**src/rtl/cf_fft_1024_8_pkg.sv**
```systemverilog
// rtl/cf_fft_1024_8_pkg.sv - shared types and constants for the FFT operand-select sequencer
package cf_fft_1024_8_pkg;

  typedef enum logic [1:0] {
    IDLE  = 2'd0,
    RUN   = 2'd1,
    FLUSH = 2'd2
  } state_e;

  // Mux select codes as wired on the 4:1 operand mux
  localparam logic [2:0] SEL_SRC1 = 3'b000;
  localparam logic [2:0] SEL_SRC2 = 3'b101;
  localparam logic [2:0] SEL_SRC3 = 3'b011;
  localparam logic [2:0] SEL_SRC4 = 3'b001;

  localparam int N_LOG2_DEF    = 10;
  localparam int STAGES_DEF    = 10;
  localparam int FLUSH_CYC_DEF = 2;

endpackage

```
**src/rtl/cf_fft_1024_8_sel_seq_if.sv**
```systemverilog
// rtl/cf_fft_1024_8_sel_seq_if.sv - control/select bundle between the sequencer and its user
interface cf_fft_1024_8_sel_seq_if
  import cf_fft_1024_8_pkg::*;
#(
  parameter int N_LOG2 = N_LOG2_DEF
);

  logic              enable_i;
  logic              sync_i;
  logic [2:0]        sel_o;
  logic              sync_o;
  logic [N_LOG2-1:0] index_o;
  logic [3:0]        stage_o;
  logic              busy_o;
  logic              done_o;

  modport master (
    output enable_i, sync_i,
    input  sel_o, sync_o, index_o, stage_o, busy_o, done_o
  );

  modport slave (
    input  enable_i, sync_i,
    output sel_o, sync_o, index_o, stage_o, busy_o, done_o
  );

endinterface

```
**src/rtl/cf_fft_1024_8_sel_enc.sv**
```systemverilog
// rtl/cf_fft_1024_8_sel_enc.sv - maps the 2-bit rotated operand slot to the mux select code
module cf_fft_1024_8_sel_enc
  import cf_fft_1024_8_pkg::*;
(
  input  logic [1:0] s_i,
  output logic [2:0] sel_o
);

  always_comb begin
    sel_o = SEL_SRC1;
    case (s_i)
      2'd0:    sel_o = SEL_SRC1;
      2'd1:    sel_o = SEL_SRC2;
      2'd2:    sel_o = SEL_SRC3;
      default: sel_o = SEL_SRC4;
    endcase
  end

endmodule

```
**src/rtl/cf_fft_1024_8_sel_seq.sv**
```systemverilog
// rtl/cf_fft_1024_8_sel_seq.sv - frame/stage sequencer driving the FFT 4:1 operand-select code
module cf_fft_1024_8_sel_seq
  import cf_fft_1024_8_pkg::*;
#(
  parameter int N_LOG2    = N_LOG2_DEF,
  parameter int STAGES    = STAGES_DEF,
  parameter int FLUSH_CYC = FLUSH_CYC_DEF
)(
  input  logic                    clock_c,
  input  logic                    reset_i,
  cf_fft_1024_8_sel_seq_if.slave  bus
);

  localparam int FW = (FLUSH_CYC > 1) ? $clog2(FLUSH_CYC) : 1;
  localparam logic [N_LOG2-1:0] CNT_MAX   = '1;
  localparam logic [N_LOG2-1:0] CNT_ONE   = N_LOG2'(1);
  localparam logic [3:0]        STG_LAST  = 4'(STAGES - 1);
  localparam logic [FW-1:0]     FCNT_LAST = FW'(FLUSH_CYC - 1);
  localparam logic [FW-1:0]     FCNT_ONE  = FW'(1);

  state_e            state_q, state_d;
  logic [N_LOG2-1:0] cnt_q, cnt_d;
  logic [3:0]        stg_q, stg_d;
  logic [FW-1:0]     fcnt_q, fcnt_d;
  logic              restart, finish;

  logic [2:0]        sel_q;
  logic              sync_q;
  logic [N_LOG2-1:0] index_q;
  logic [3:0]        stage_q;
  logic              busy_q;
  logic              done_q;

  logic [1:0]        slot;
  logic [2:0]        enc_sel;

  // Operand slot rotates with the stage; 2-bit add drops the carry
  assign slot = cnt_d[1:0] + stg_d[1:0];

  cf_fft_1024_8_sel_enc u_enc (
    .s_i   (slot),
    .sel_o (enc_sel)
  );

  // A frame-start strobe always wins, including over RUN exit and the last FLUSH cycle
  always_comb begin
    state_d = state_q;
    cnt_d   = cnt_q;
    stg_d   = stg_q;
    fcnt_d  = fcnt_q;
    restart = 1'b0;
    finish  = 1'b0;
    if (bus.sync_i) begin
      state_d = RUN;
      cnt_d   = '0;
      stg_d   = '0;
      fcnt_d  = '0;
      restart = 1'b1;
    end else begin
      case (state_q)
        RUN: begin
          if (cnt_q == CNT_MAX) begin
            cnt_d = '0;
            if (stg_q == STG_LAST) begin
              state_d = FLUSH;
              stg_d   = '0;
              fcnt_d  = '0;
            end else begin
              stg_d = stg_q + 4'd1;
            end
          end else begin
            cnt_d = cnt_q + CNT_ONE;
          end
        end
        FLUSH: begin
          if (fcnt_q == FCNT_LAST) begin
            state_d = IDLE;
            fcnt_d  = '0;
            finish  = 1'b1;
          end else begin
            fcnt_d = fcnt_q + FCNT_ONE;
          end
        end
        default: ;
      endcase
    end
  end

  // Outputs are registered from the next state so they line up with the counters they describe
  always_ff @(posedge clock_c) begin
    if (reset_i) begin
      state_q <= IDLE;
      cnt_q   <= '0;
      stg_q   <= '0;
      fcnt_q  <= '0;
      sel_q   <= SEL_SRC1;
      sync_q  <= 1'b0;
      index_q <= '0;
      stage_q <= '0;
      busy_q  <= 1'b0;
      done_q  <= 1'b0;
    end else if (bus.enable_i) begin
      state_q <= state_d;
      cnt_q   <= cnt_d;
      stg_q   <= stg_d;
      fcnt_q  <= fcnt_d;
      sel_q   <= (state_d == RUN) ? enc_sel : SEL_SRC1;
      sync_q  <= restart;
      index_q <= (state_d == RUN) ? cnt_d : '0;
      stage_q <= (state_d == RUN) ? stg_d : '0;
      busy_q  <= (state_d != IDLE);
      done_q  <= finish;
    end
  end

  assign bus.sel_o   = sel_q;
  assign bus.sync_o  = sync_q;
  assign bus.index_o = index_q;
  assign bus.stage_o = stage_q;
  assign bus.busy_o  = busy_q;
  assign bus.done_o  = done_q;

endmodule

```
**src/flat_wrapper.sv**
```systemverilog
// flat-port wrapper written by rule: the top's interface ports become plain ports
module cf_fft_1024_8_sel_seq_flat import cf_fft_1024_8_pkg::*;
#(
  parameter int N_LOG2    = N_LOG2_DEF,
  parameter int STAGES    = STAGES_DEF,
  parameter int FLUSH_CYC = FLUSH_CYC_DEF
)
  (clock_c, reset_i, bus_enable_i, bus_sync_i, bus_sel_o, bus_sync_o, bus_index_o, bus_stage_o, bus_busy_o, bus_done_o);
  cf_fft_1024_8_sel_seq_if #(.N_LOG2(N_LOG2)) bus_i ();
  input  logic clock_c;
  input  logic reset_i;
  input wire logic [$bits(bus_i.enable_i)-1:0] bus_enable_i;
  input wire logic [$bits(bus_i.sync_i)-1:0] bus_sync_i;
  output wire logic [$bits(bus_i.sel_o)-1:0] bus_sel_o;
  output wire logic [$bits(bus_i.sync_o)-1:0] bus_sync_o;
  output wire logic [$bits(bus_i.index_o)-1:0] bus_index_o;
  output wire logic [$bits(bus_i.stage_o)-1:0] bus_stage_o;
  output wire logic [$bits(bus_i.busy_o)-1:0] bus_busy_o;
  output wire logic [$bits(bus_i.done_o)-1:0] bus_done_o;
  assign bus_i.enable_i = bus_enable_i;
  assign bus_i.sync_i = bus_sync_i;
  assign bus_sel_o = bus_i.sel_o;
  assign bus_sync_o = bus_i.sync_o;
  assign bus_index_o = bus_i.index_o;
  assign bus_stage_o = bus_i.stage_o;
  assign bus_busy_o = bus_i.busy_o;
  assign bus_done_o = bus_i.done_o;
  cf_fft_1024_8_sel_seq #(.N_LOG2(N_LOG2), .STAGES(STAGES), .FLUSH_CYC(FLUSH_CYC)) u_core (.clock_c(clock_c), .reset_i(reset_i), .bus(bus_i));
endmodule
```
**config.mk**
```make
export PLATFORM = sky130hd
export DESIGN_NAME = cf_fft_1024_8_sel_seq_flat
export DESIGN_NICKNAME = d
export VERILOG_FILES = /design/src/rtl/cf_fft_1024_8_pkg.sv /design/src/rtl/cf_fft_1024_8_sel_seq_if.sv /design/src/rtl/cf_fft_1024_8_sel_enc.sv /design/src/rtl/cf_fft_1024_8_sel_seq.sv /design/src/flat_wrapper.sv
export SDC_FILE = /design/constraint.sdc
export NUM_CORES = 1
export LEC_CHECK = 0
export BUFFER_PORTS_ARGS = -buffer_cell sky130_fd_sc_hd__buf_2
export CAP_MARGIN = 20
export CORE_MARGIN = 4
export CORE_UTILIZATION = 45
export CTS_BUF_LIST = sky130_fd_sc_hd__clkbuf_8 sky130_fd_sc_hd__clkbuf_16
export DETAILED_ROUTE_END_ITERATION = 8
export REMOVE_ABC_BUFFERS = 1
export SLEW_MARGIN = 10
export SYNTH_ARGS = -nofsm -noshare
export SYNTH_HDL_FRONTEND = slang
export SYNTH_HIERARCHICAL = 1
export SYNTH_SLANG_ARGS = --single-unit
```
**constraint.sdc**
```tcl
create_clock -name clock_c -period 3.4 [get_ports clock_c]
set_input_delay 0.51 -clock clock_c [delete_from_list [all_inputs] [get_ports clock_c]]
set_output_delay 0.51 -clock clock_c [all_outputs]
set_load 0.01 [all_outputs]
```
== Word-level counts from Yosys, hierarchy flattened ==
Index checks and enable logic that the tools add are counted.
Storage, ports and cells
  bits in registers: 37
  input bits: 4
  word-level logic and storage cells: 52
  output and inout port bits: 20
Operators by class
  eq/ne operators: 9
  reduce and logical (&&, ||, !) cells: 4
  add/sub/neg operators: 4
  multiplexer cells: 25
Operators by type and width (count)
  $mux 10: 4
  $mux 4: 5
  $add 10x1->10 const B: 1
  $eq 10x10->1 const B: 1
  $pmux 3 s3: 1
  $mux 1: 8
  $mux 2: 4
  $eq 2x1->1 const B: 3
  $ne 3x2->1 const B: 2
  $add 4x1->4 const B: 1
  $eq 2x2->1 const B: 2
  $eq 4x4->1 const B: 1
  $pmux 2 s2: 1
  $reduce_and 4->1: 1
  $mux 3: 1
  $reduce_bool 3->1: 1
  $add 2x2->2: 1
  $logic_not 2->1: 1
  $pmux 1 s2: 1
  $reduce_bool 2->1: 1
  $add 1x1->1 const B: 1

== Longest topological paths before layout ==
Gate-level depths: netlist of run 1.
  word-level depth: 9
  depth in mapped cells: 11
  gate-level depth less buffers: 11

== Hierarchy ==
The synthesis of run 1 kept the hierarchy.
Modules (own cells, without submodules)
  cf_fft_1024_8_sel_seq: area each 1933.1 um^2, seq. area each 740.7 um^2, cells an instance 219, times used 1
  cf_fft_1024_8_sel_enc: area each 18.8 um^2, seq. area each 0.0 um^2, cells an instance 3, times used 1

== Worst setup path before layout of run 1 ==
No wires, ideal clock.
  kind: register to register
  start: register u_core.state_q[0]
  end: register u_core.sel_q[0] (netlist: u_core/bus.sel_o[0])
  period minus slack after synthesis: 2.512 ns
  arrival time: 2.395 ns
  library setup time: 0.116 ns
  cell stages (with the launch flop): 9
  required time: 3.284 ns
  path buffers: 1
  path slack: 0.888 ns
  cell sequence: dfxtp_1 -> ha_1 -> buf_1 -> inv_1 -> nor4_1 -> mux2_2 -> xnor2_1 -> or2_1 -> a41o_1
On the way
  longest elaborated chain between the ends: 7
  elaborated cells on any way between the ends: 18
  classes of those cells: add/sub (1); eq/ne (5); mux (11); reduce/logical (1)
Ends and longest elaborated chain
  from (decl): RTL line cf_fft_1024_8_sel_seq.sv:21  | state_e state_q, state_d;
  from (signal assigned): RTL line cf_fft_1024_8_sel_seq.sv:103  | state_q <= state_d;
  $eq 2x1->1 *: RTL line cf_fft_1024_8_sel_seq.sv:60  | case (state_q)
  $mux 10 / $mux 4 (equally long branches): RTL line cf_fft_1024_8_sel_seq.sv:60
  $mux 10 / $mux 4 (equally long branches): RTL line cf_fft_1024_8_sel_seq.sv:53  | if (bus.sync_i) begin
  $add 2x2->2 *: RTL line cf_fft_1024_8_sel_seq.sv:38  | assign slot = cnt_d[1:0] + stg_d[1:0];
  named net u_core.slot[1]: RTL line cf_fft_1024_8_sel_seq.sv:34  | logic [1:0] slot;
  $eq 2x2->1 (tied with other cells): RTL line cf_fft_1024_8_sel_enc.sv:11  | case (s_i)
  $pmux 3 s3 *: RTL line cf_fft_1024_8_sel_enc.sv:11
  named net u_core.enc_sel[0]: RTL line cf_fft_1024_8_sel_seq.sv:35  | logic [2:0] enc_sel;
  $mux 3 *: RTL line cf_fft_1024_8_sel_seq.sv:107  | sel_q <= (state_d == RUN) ? enc_sel : SEL_SRC1;
  to (signal assigned): RTL line cf_fft_1024_8_sel_seq.sv:107
  to (decl): RTL line cf_fft_1024_8_sel_seq.sv:27  | logic [2:0] sel_q;
Mark *: on every way through the listed nets, which the timed path passes. The rest lies on a longest branch.
A chain may end at the register's enable or synchronous reset.

== Worst setup path in the final report of run 1 ==
  start: register u_core.state_q[0]
  end: register u_core.sel_q[0] (netlist: u_core/bus.sel_o[0])
On the way
  longest elaborated chain between the ends: 7
  elaborated cells on any way between the ends: 18
  classes of those cells: add/sub (1); eq/ne (5); mux (11); reduce/logical (1)
Ends and longest elaborated chain
  $eq 2x1->1 *: RTL line cf_fft_1024_8_sel_seq.sv:60
  $mux 4 *: RTL line cf_fft_1024_8_sel_seq.sv:60
  $mux 4 *: RTL line cf_fft_1024_8_sel_seq.sv:53
  named net u_core.stg_d[0]: RTL line cf_fft_1024_8_sel_seq.sv:23  | logic [3:0] stg_q, stg_d;
  $add 2x2->2 *: RTL line cf_fft_1024_8_sel_seq.sv:38
  named net u_core.slot[1]: RTL line cf_fft_1024_8_sel_seq.sv:34
  $eq 2x2->1 (tied with other cells): RTL line cf_fft_1024_8_sel_enc.sv:11
  $pmux 3 s3 *: RTL line cf_fft_1024_8_sel_enc.sv:11
  named net u_core.enc_sel[0]: RTL line cf_fft_1024_8_sel_seq.sv:35
  $mux 3 *: RTL line cf_fft_1024_8_sel_seq.sv:107
Marks and branches as above.

==> impl_metrics.json, run 1 <==
{
  "outcome": "finished clean",
  "hp-class": "flip-flop to flip-flop",
  "clock_path_buffers": 2,
  "gp_congestion": 0.874,
  "slowest_delay_ns": 0.48,
  "drtIter0Drc": 125,
  "synthToLayoutAreaGrowth_pct": 10.7,
  "final-setup-viol-count": 0,
  "ys_seq_area_share_pct": 37.9,
  "relSlewSlack_pct": 41.0,
  "layout_common_cells": "37 x dfxtp_1, 23 x buf_2, 23 x nor2_1",
  "tightest_slew_ns": 0.881,
  "cap_violations": 0,
  "hp-start": "u_core/bus.index_o[9]$_SDFFE_PP0P_",
  "power.leakage_nw": 0.876,
  "r2r_cells": 11,
  "finish.instance_area_mm2": 0.00216,
  "port_buffers": 23,
  "synth_area_leaders": "dfxtp_1 38%, a32o_1 6.2%, nor2_1 4.4%",
  "cts_root_buffer": "clkbuf_8",
  "fp.dieW_um": 73.9,
  "worstPathRequired_ns": 3.58,
  "cts_inserted_buffers": 5,
  "die_h_um": 73.9,
  "final_common_cell": "dfxtp_1",
  "htreeDepth": 2,
  "cp_max_fo": 13,
  "worstSetupPathType": "flip-flop to flip-flop",
  "syn-cell-area_mm2": 0.00195,
  "insertion_delay_ns": 0.28,
  "power_density_mw_per_mm2": 378,
  "grt_max_degree": 27,
  "drc": 0,
  "antenna_left": 0,
  "antenna_found_initial": 0,
  "critPathLaunchType": "flip-flop",
  "whs_endpoint": "u_core/bus.index_o[9]$_SDFFE_PP0P_",
  "drtPass1Iterations": 6,
  "rows": 23,
  "critPathCaptureType": "flip-flop",
  "hold_viol_final": 0,
  "arrival_ns": 3.02,
  "synth_edf_count": 0,
  "regArea_um2": 741,
  "nets": 246,
  "crit_chain": "ha_1 > nand4_1 > nor3_1 > buf_4 > xor2_1 > nor2b_1 > ha_1 > xor2_1 > xnor2_1 > or2_1 > a41o_1",
  "final.min_clock_period_ns": 2.85,
  "fill_cells": 392,
  "die_area_mm2": 0.00546,
  "grt_pass1_vias": 1596,
  "post_cts_buffers": 0,
  "vdd_drop_max_uv": 212,
  "core-area_mm2": 0.00409,
  "clkSinkCount": 37,
  "ys_types": 50,
  "yosysTopAreaCellShare_pct": 37.9,
  "rr_startpoint": "u_core/state_q[0]$_SDFFE_PP0P_",
  "cts_hold_buf": 0,
  "synth.largest_area_cell": "dfxtp_1",
  "grt.total_usage_pct": 18.3,
  "yosys_most_used_dff": "dfxtp_1",
  "maxSlewViolCount": 0,
  "synth.avg_cell_area_um2": 8.79,
  "syn_inst": 222,
  "synth.ff_latch_count": 37,
  "fin_tns_setup_ns": 0,
  "clock-skew-final_ns": 0.00407,
  "rsz0062_at_grt": "false",
  "worst_path_dominant_cell_family": "simple AND/OR/NAND/NOR gates",
  "dp_hpwl_um": 3260,
  "antennaDiodeCount": 0,
  "drt_wl_total_um": 4760,
  "crit_path_top_delay_cell": "ha_1",
  "wl_per_cell_um": 16.5,
  "r2r_end": "u_core/bus.sel_o[0]$_SDFFE_PP0P_",
  "via_per_inst": 6.07,
  "fmax_mhz": 351,
  "synth-warning-count": 6,
  "vias": 1747,
  "cts_tree": "done",
  "path_buf_inv": 1,
  "grt_overflow_total": 0,
  "fin_crit_sh_pct": 83.7,
  "async_flop_share_pct": 0,
  "holdPathStages": 2,
  "grt_pass1_wl_um": 7620,
  "placed_area_mm2": 0.00207,
  "multi_input_area_mm2": 0.00111,
  "drive_gt1_share_pct": 16.8,
  "post_cts_resized": 0,
  "io-pin-count": 24,
  "initial_core_util_pct": 47.8,
  "reg2reg_slack_ns": 0.55,
  "clk_pin_slew_ns": 0.07
}
where the power goes:
group,leakage [nW],total (mW),internal [mW],switching [mW]
Combinational,0.529,0.0735,0.0215,0.0519
Sequential,0.299,0.443,0.439,0.00473
Clock,0.0485,0.301,0.158,0.143
Total,0.876,0.818,0.618,0.200
logic make-up (layout without fill, tap and decap cells):
family	after synthesis	in the layout	synth area share, %
AO/OA/AOI/OAI	62	62	25.1
adder cells (fa/ha/maj)	4	4	2.56
multiplexers	4	4	2.12
flip-flops	37	37	37.9
AND/OR/NAND/NOR	79	79	22.0
XOR/XNOR	11	11	4.94
buffers and inverters	25	41	5.32
state kept, by name, indices dropped and copies added (netlist names):
signal              flops
u_core/bus.busy_o       1
u_core/bus.done_o       1
u_core/fcnt_q           1
u_core/stg_q            4
u_core/bus.stage_o      4
u_core/state_q          2
u_core/cnt_q           10
u_core/bus.sync_o       1
u_core/bus.index_o     10
u_core/bus.sel_o        3
synth_stat cells (all sizes together), types with 2 or more instances:
master	count
dfxtp	37
nor2	24
nand2	14
a32o	12
clkbuf	12
o21ai	11
a21oi	10
inv	9
and3	6
xor2	6
nand3	5
nor2b	5
nor3	5
xnor2	5
a311oi	4
a41o	4
buf	4
ha	4
nand2b	4
nor3b	4
nor4	4
a22oi	3
a31oi	3
mux2i	3
nand4	3
a211oi	2
o2bb2ai	2
o311ai	2
stage by stage:
stage / instances / utilization, % / setup WS (ns) / hold WS (ns) / total power [mW]
detailed placement: 281 / 50.8 / 0.627 / 0.440 / 0.526
floorplan: 206 / - / 0.413 / 0.478 / 0.495
finish: 288 / 52.9 / 0.554 / 0.458 / 0.818
global route: 288 / 52.9 / 0.350 / 0.465 / 0.852
global placement: 281 / 50.8 / 0.708 / 0.435 / 0.524
CTS: 288 / 52.9 / 0.593 / 0.456 / 0.828
final cells by class:
cell class | count | share of cell area [%]
repair buffers | 25 | 6.02
clock inverters | 1 | 0.174
well taps | 50 | 2.90
clock buffers | 6 | 3.82
multi-input cells | 160 | 51.2
flip-flops and latches | 37 | 34.3
inverters | 9 | 1.56
worst min-delay path, stage by stage, from the launching register on:
cell and delay [ns]:
dfxtp_1 0.33, nand2_1 0.05, o31ai_1 0.05
routing by layer:
metal,up-vias,wire [um],GRT usage [%]
li1,863,-,-
met1,822,2100,22.5
met2,56,2300,30.2
met3,6,317,5.47
met4,0,45,6.64
met5,-,0,0
worst max path at each step:
stage	startpoint	endpoint	slack [ns]	cells past startpoint
floorplan	u_core/state_q[0]$_SDFFE_PP0P_	u_core/bus.sel_o[0]$_SDFFE_PP0P_	0.41	10
global route	u_core/state_q[0]$_SDFFE_PP0P_	u_core/bus.sel_o[0]$_SDFFE_PP0P_	0.35	11
finish	u_core/state_q[0]$_SDFFE_PP0P_	u_core/bus.sel_o[0]$_SDFFE_PP0P_	0.55	11
global placement	u_core/state_q[0]$_SDFFE_PP0P_	u_core/bus.sel_o[0]$_SDFFE_PP0P_	0.71	11
CTS	u_core/state_q[0]$_SDFFE_PP0P_	u_core/bus.sel_o[0]$_SDFFE_PP0P_	0.59	11
detailed placement	u_core/state_q[0]$_SDFFE_PP0P_	u_core/bus.sel_o[0]$_SDFFE_PP0P_	0.63	11
Note: power is estimated with default switching activity, not from simulation.
==> run 2, diff against run 1 <==
--- a/config.mk
+++ b/config.mk
@@ -5,6 +5,7 @@
 export SDC_FILE = /design/constraint.sdc
 export NUM_CORES = 1
 export LEC_CHECK = 0
+export ABC_AREA = 1
 export BUFFER_PORTS_ARGS = -buffer_cell sky130_fd_sc_hd__buf_2
 export CAP_MARGIN = 20
 export CORE_MARGIN = 4
==> constraint.sdc (replaced) <==
create_clock -name clock_c -period 2.9 [get_ports clock_c]
set_input_delay 0.435 -clock clock_c [delete_from_list [all_inputs] [get_ports clock_c]]
set_output_delay 0.435 -clock clock_c [all_outputs]
set_load 0.01 [all_outputs]
==> run 2 against run 1 <==
Critical path depth is 4 higher; core utilization is 0.55 points lower; register-to-register slack worse by 0.06 ns; die area is 1.9% lower; clock-buffer cell count is 1 higher; sequential power is 16% higher; final area is 1.7% lower; final cell count is 18% higher; critical path type unchanged; largest cell class unchanged.
==> impl_metrics.json, run 2 <==
{
  "drt_wl_total_um": 3870,
  "fin_crit_sh_pct": 82.8,
  "regArea_um2": 741,
  "antennaDiodeCount": 0,
  "cts_inserted_buffers": 5,
  "dp_hpwl_um": 2710,
  "vdd_drop_max_uv": 196,
  "multi_input_area_um2": 987,
  "port_buffers": 23,
  "fin_ws_ns": 0.499,
  "holdPathStages": 2,
  "worstSetupEndpoint": "u_core/bus.sel_o[1]$_SDFFE_PP0P_",
  "wl_per_cell_um": 11.4,
  "arrival_ns": 2.62,
  "synthMostInstantiatedCell": "nand2_1",
  "relSlewSlack_pct": 58.3,
  "drive_gt1_share_pct": 16.2,
  "worstPathRequired_ns": 3.12,
  "drc": 0,
  "yosys_most_used_dff": "dfxtp_1",
  "worstSetupPathType": "flip-flop to flip-flop",
  "fmax_mhz": 416,
  "cts_hold_buf": 0,
  "synth.avg_cell_area_um2": 7.13,
  "synth_edf_count": 0,
  "netlist_top_cells_count": "63 x nand2_1, 38 x a21oi_1, 37 x dfxtp_1",
  "grt.total_usage_pct": 16.2,
  "syn-cell-area_mm2": 0.00191,
  "finalPower_mw": 0.967,
  "insertion_delay_ns": 0.29,
  "io-pin-count": 24,
  "cap_violations": 0,
  "grt_pass1_wl_um": 6740,
  "async_flop_share_pct": 0,
  "r2r_cells": 15,
  "die_area_mm2": 0.00535,
  "synth-warning-count": 6,
  "tightest_slew_ns": 0.626,
  "post_cts_buffers": 0,
  "r2r_end": "u_core/bus.sel_o[1]$_SDFFE_PP0P_",
  "critPathCaptureType": "flip-flop",
  "hold_viol_final": 0,
  "dp_slack_ns": 0.491,
  "synth.largest_area_cell": "dfxtp_1",
  "core-area_mm2": 0.00406,
  "fp.dieW_um": 73.2,
  "cp_max_fo": 5,
  "grt_overflow_total": 0,
  "outcome": "finished clean",
  "critPathLaunchType": "flip-flop",
  "drtPass1Iterations": 4,
  "synth.ff_latch_count": 37,
  "fill_cells": 426,
  "synth-simple-area-share_pct": 32.9,
  "synth_adder_area_share_pct": 2.62,
  "grt_pass1_vias": 1530,
  "antenna_left": 0,
  "initial_core_util_pct": 47.1,
  "final_common_cell": "nand2_1",
  "cts_root_buffer": "clkbuf_8",
  "synth_area_leaders": "dfxtp_1 39%, nand2_1 12%, a21oi_1 10%",
  "nets": 298,
  "die_h_um": 73.2,
  "synth_top_family_by_area": "simple AND/OR/NAND/NOR gates",
  "rr_startpoint": "u_core/cnt_q[0]$_SDFFE_PP0P_",
  "maxSlewViolCount": 0,
  "drtIter0Drc": 68,
  "startpoint": "u_core/cnt_q[0]$_SDFFE_PP0P_",
  "reg2reg_slack_ns": 0.50,
  "synth_mux_area_share_pct": 0,
  "rsz0062_at_grt": "false",
  "ys_types": 30,
  "rows": 23,
  "gp_congestion": 0.861,
  "antenna_found_initial": 0,
  "yosysTopAreaCellShare_pct": 38.8,
  "clkSinkCount": 37,
  "hp-class": "flip-flop to flip-flop",
  "ys_seq_area_share_pct": 38.8,
  "synthToLayoutAreaGrowth_pct": 11.1,
  "post_cts_resized": 0,
  "final.min_clock_period_ns": 2.40,
  "vias": 1674,
  "layout_common_cells": "63 x nand2_1, 38 x a21oi_1, 37 x dfxtp_1",
  "clk_pin_slew_ns": 0.07,
  "clock_path_buffers": 2,
  "synth_compound_area_share_pct": 13.0,
  "final-setup-viol-count": 0,
  "synth_xor_area_share_pct": 3.21,
  "syn_inst": 268,
  "cts_tree": "done",
  "clock-skew-final_ns": 0.00697,
  "via_per_inst": 4.91,
  "fin_tns_setup_ns": 0,
  "power.leakage_nw": 0.858,
  "power_density_mw_per_mm2": 455,
  "grt_max_degree": 37,
  "htreeDepth": 2
}
## run 2: cell count changes in the layout (fill, tap and decap cells not counted), moves of 4 or more
cell / delta
inv_1: +13
nor4_1: -4
nand3_1: +16
o21ai_0: -4
a41o_1: -4
and3_1: -5
nor2b_1: -5
a21oi_1: +28
nand2_1: +49
nor2_1: +6
a32o_1: -12
nand3b_1: +5
## run 2: cell type report
class	count	share of cell area, %
clock buffer	7	4.54
clock inverter	1	0.236
inverter	25	4.42
multi-input combinational	195	46.5
sequential	37	34.9
tap	50	2.95
timing repair buffer	26	6.48
## run 2: cell families (layout without fill, tap and decap cells)
kind of cell    count (synthesis)  after routing
compound gates                 48             48
fa+ha+maj                       4              4
simple gates                  136            136
flops                          37             37
xor+xnor                        7              7
buf+inv                        36             59
## run 2: through the flow
stage	cells	util [%]	hold slack, ns	cell area, um2
final	341	52.3	0.462	2120
after global routing	341	52.3	0.482	2120
after CTS	341	52.3	0.465	2120
after detailed placement	333	49.8	0.453	2020
after global placement	333	49.8	0.450	2020
after floorplan	257	-	0.452	1820
## run 2: report_power, final
group / leakage, nW / total [mW] / switching, mW / internal [mW]
clock network: 0.0542 / 0.389 / 0.174 / 0.215
registers: 0.299 / 0.515 / 0.00262 / 0.512
logic: 0.505 / 0.0634 / 0.0457 / 0.0177
total: 0.858 / 0.967 / 0.223 / 0.744
## run 2: metal layers
layer | GRT usage (%) | share of wire, %
met5 | 0 | 0
met4 | 6.15 | 1.6
met3 | 4.55 | 4.2
met2 | 26.0 | 45
met1 | 20.4 | 49
## run 2: how the worst min path moves through the flow
stage                                       startpoint                                 end  slack, ns
floorplan                 u_core/cnt_q[9]$_SDFFE_PP0P_        u_core/cnt_q[9]$_SDFFE_PP0P_       0.45
global placement    u_core/bus.stage_o[2]$_SDFFE_PP0P_  u_core/bus.stage_o[2]$_SDFFE_PP0P_       0.45
detailed placement    u_core/bus.sel_o[2]$_SDFFE_PP0P_    u_core/bus.sel_o[2]$_SDFFE_PP0P_       0.45
CTS                   u_core/bus.sel_o[2]$_SDFFE_PP0P_    u_core/bus.sel_o[2]$_SDFFE_PP0P_       0.46
global route        u_core/bus.stage_o[2]$_SDFFE_PP0P_  u_core/bus.stage_o[2]$_SDFFE_PP0P_       0.48
finish              u_core/bus.index_o[3]$_SDFFE_PP0P_  u_core/bus.index_o[3]$_SDFFE_PP0P_       0.46
## run 2: critical path, cell delays in order, from the launching register on
cell and delay (ns):
dfxtp_1 0.39, ha_1 0.22, nand3_2 0.11, nor2_4 0.15, nand3_2 0.14, xor2_1 0.20
nor2_1 0.07, ha_1 0.17, inv_1 0.06, xor2_1 0.17, xnor2_1 0.16, inv_1 0.08
nor2_1 0.09, nand2_1 0.05, nand3b_1 0.16, a21oi_1 0.12
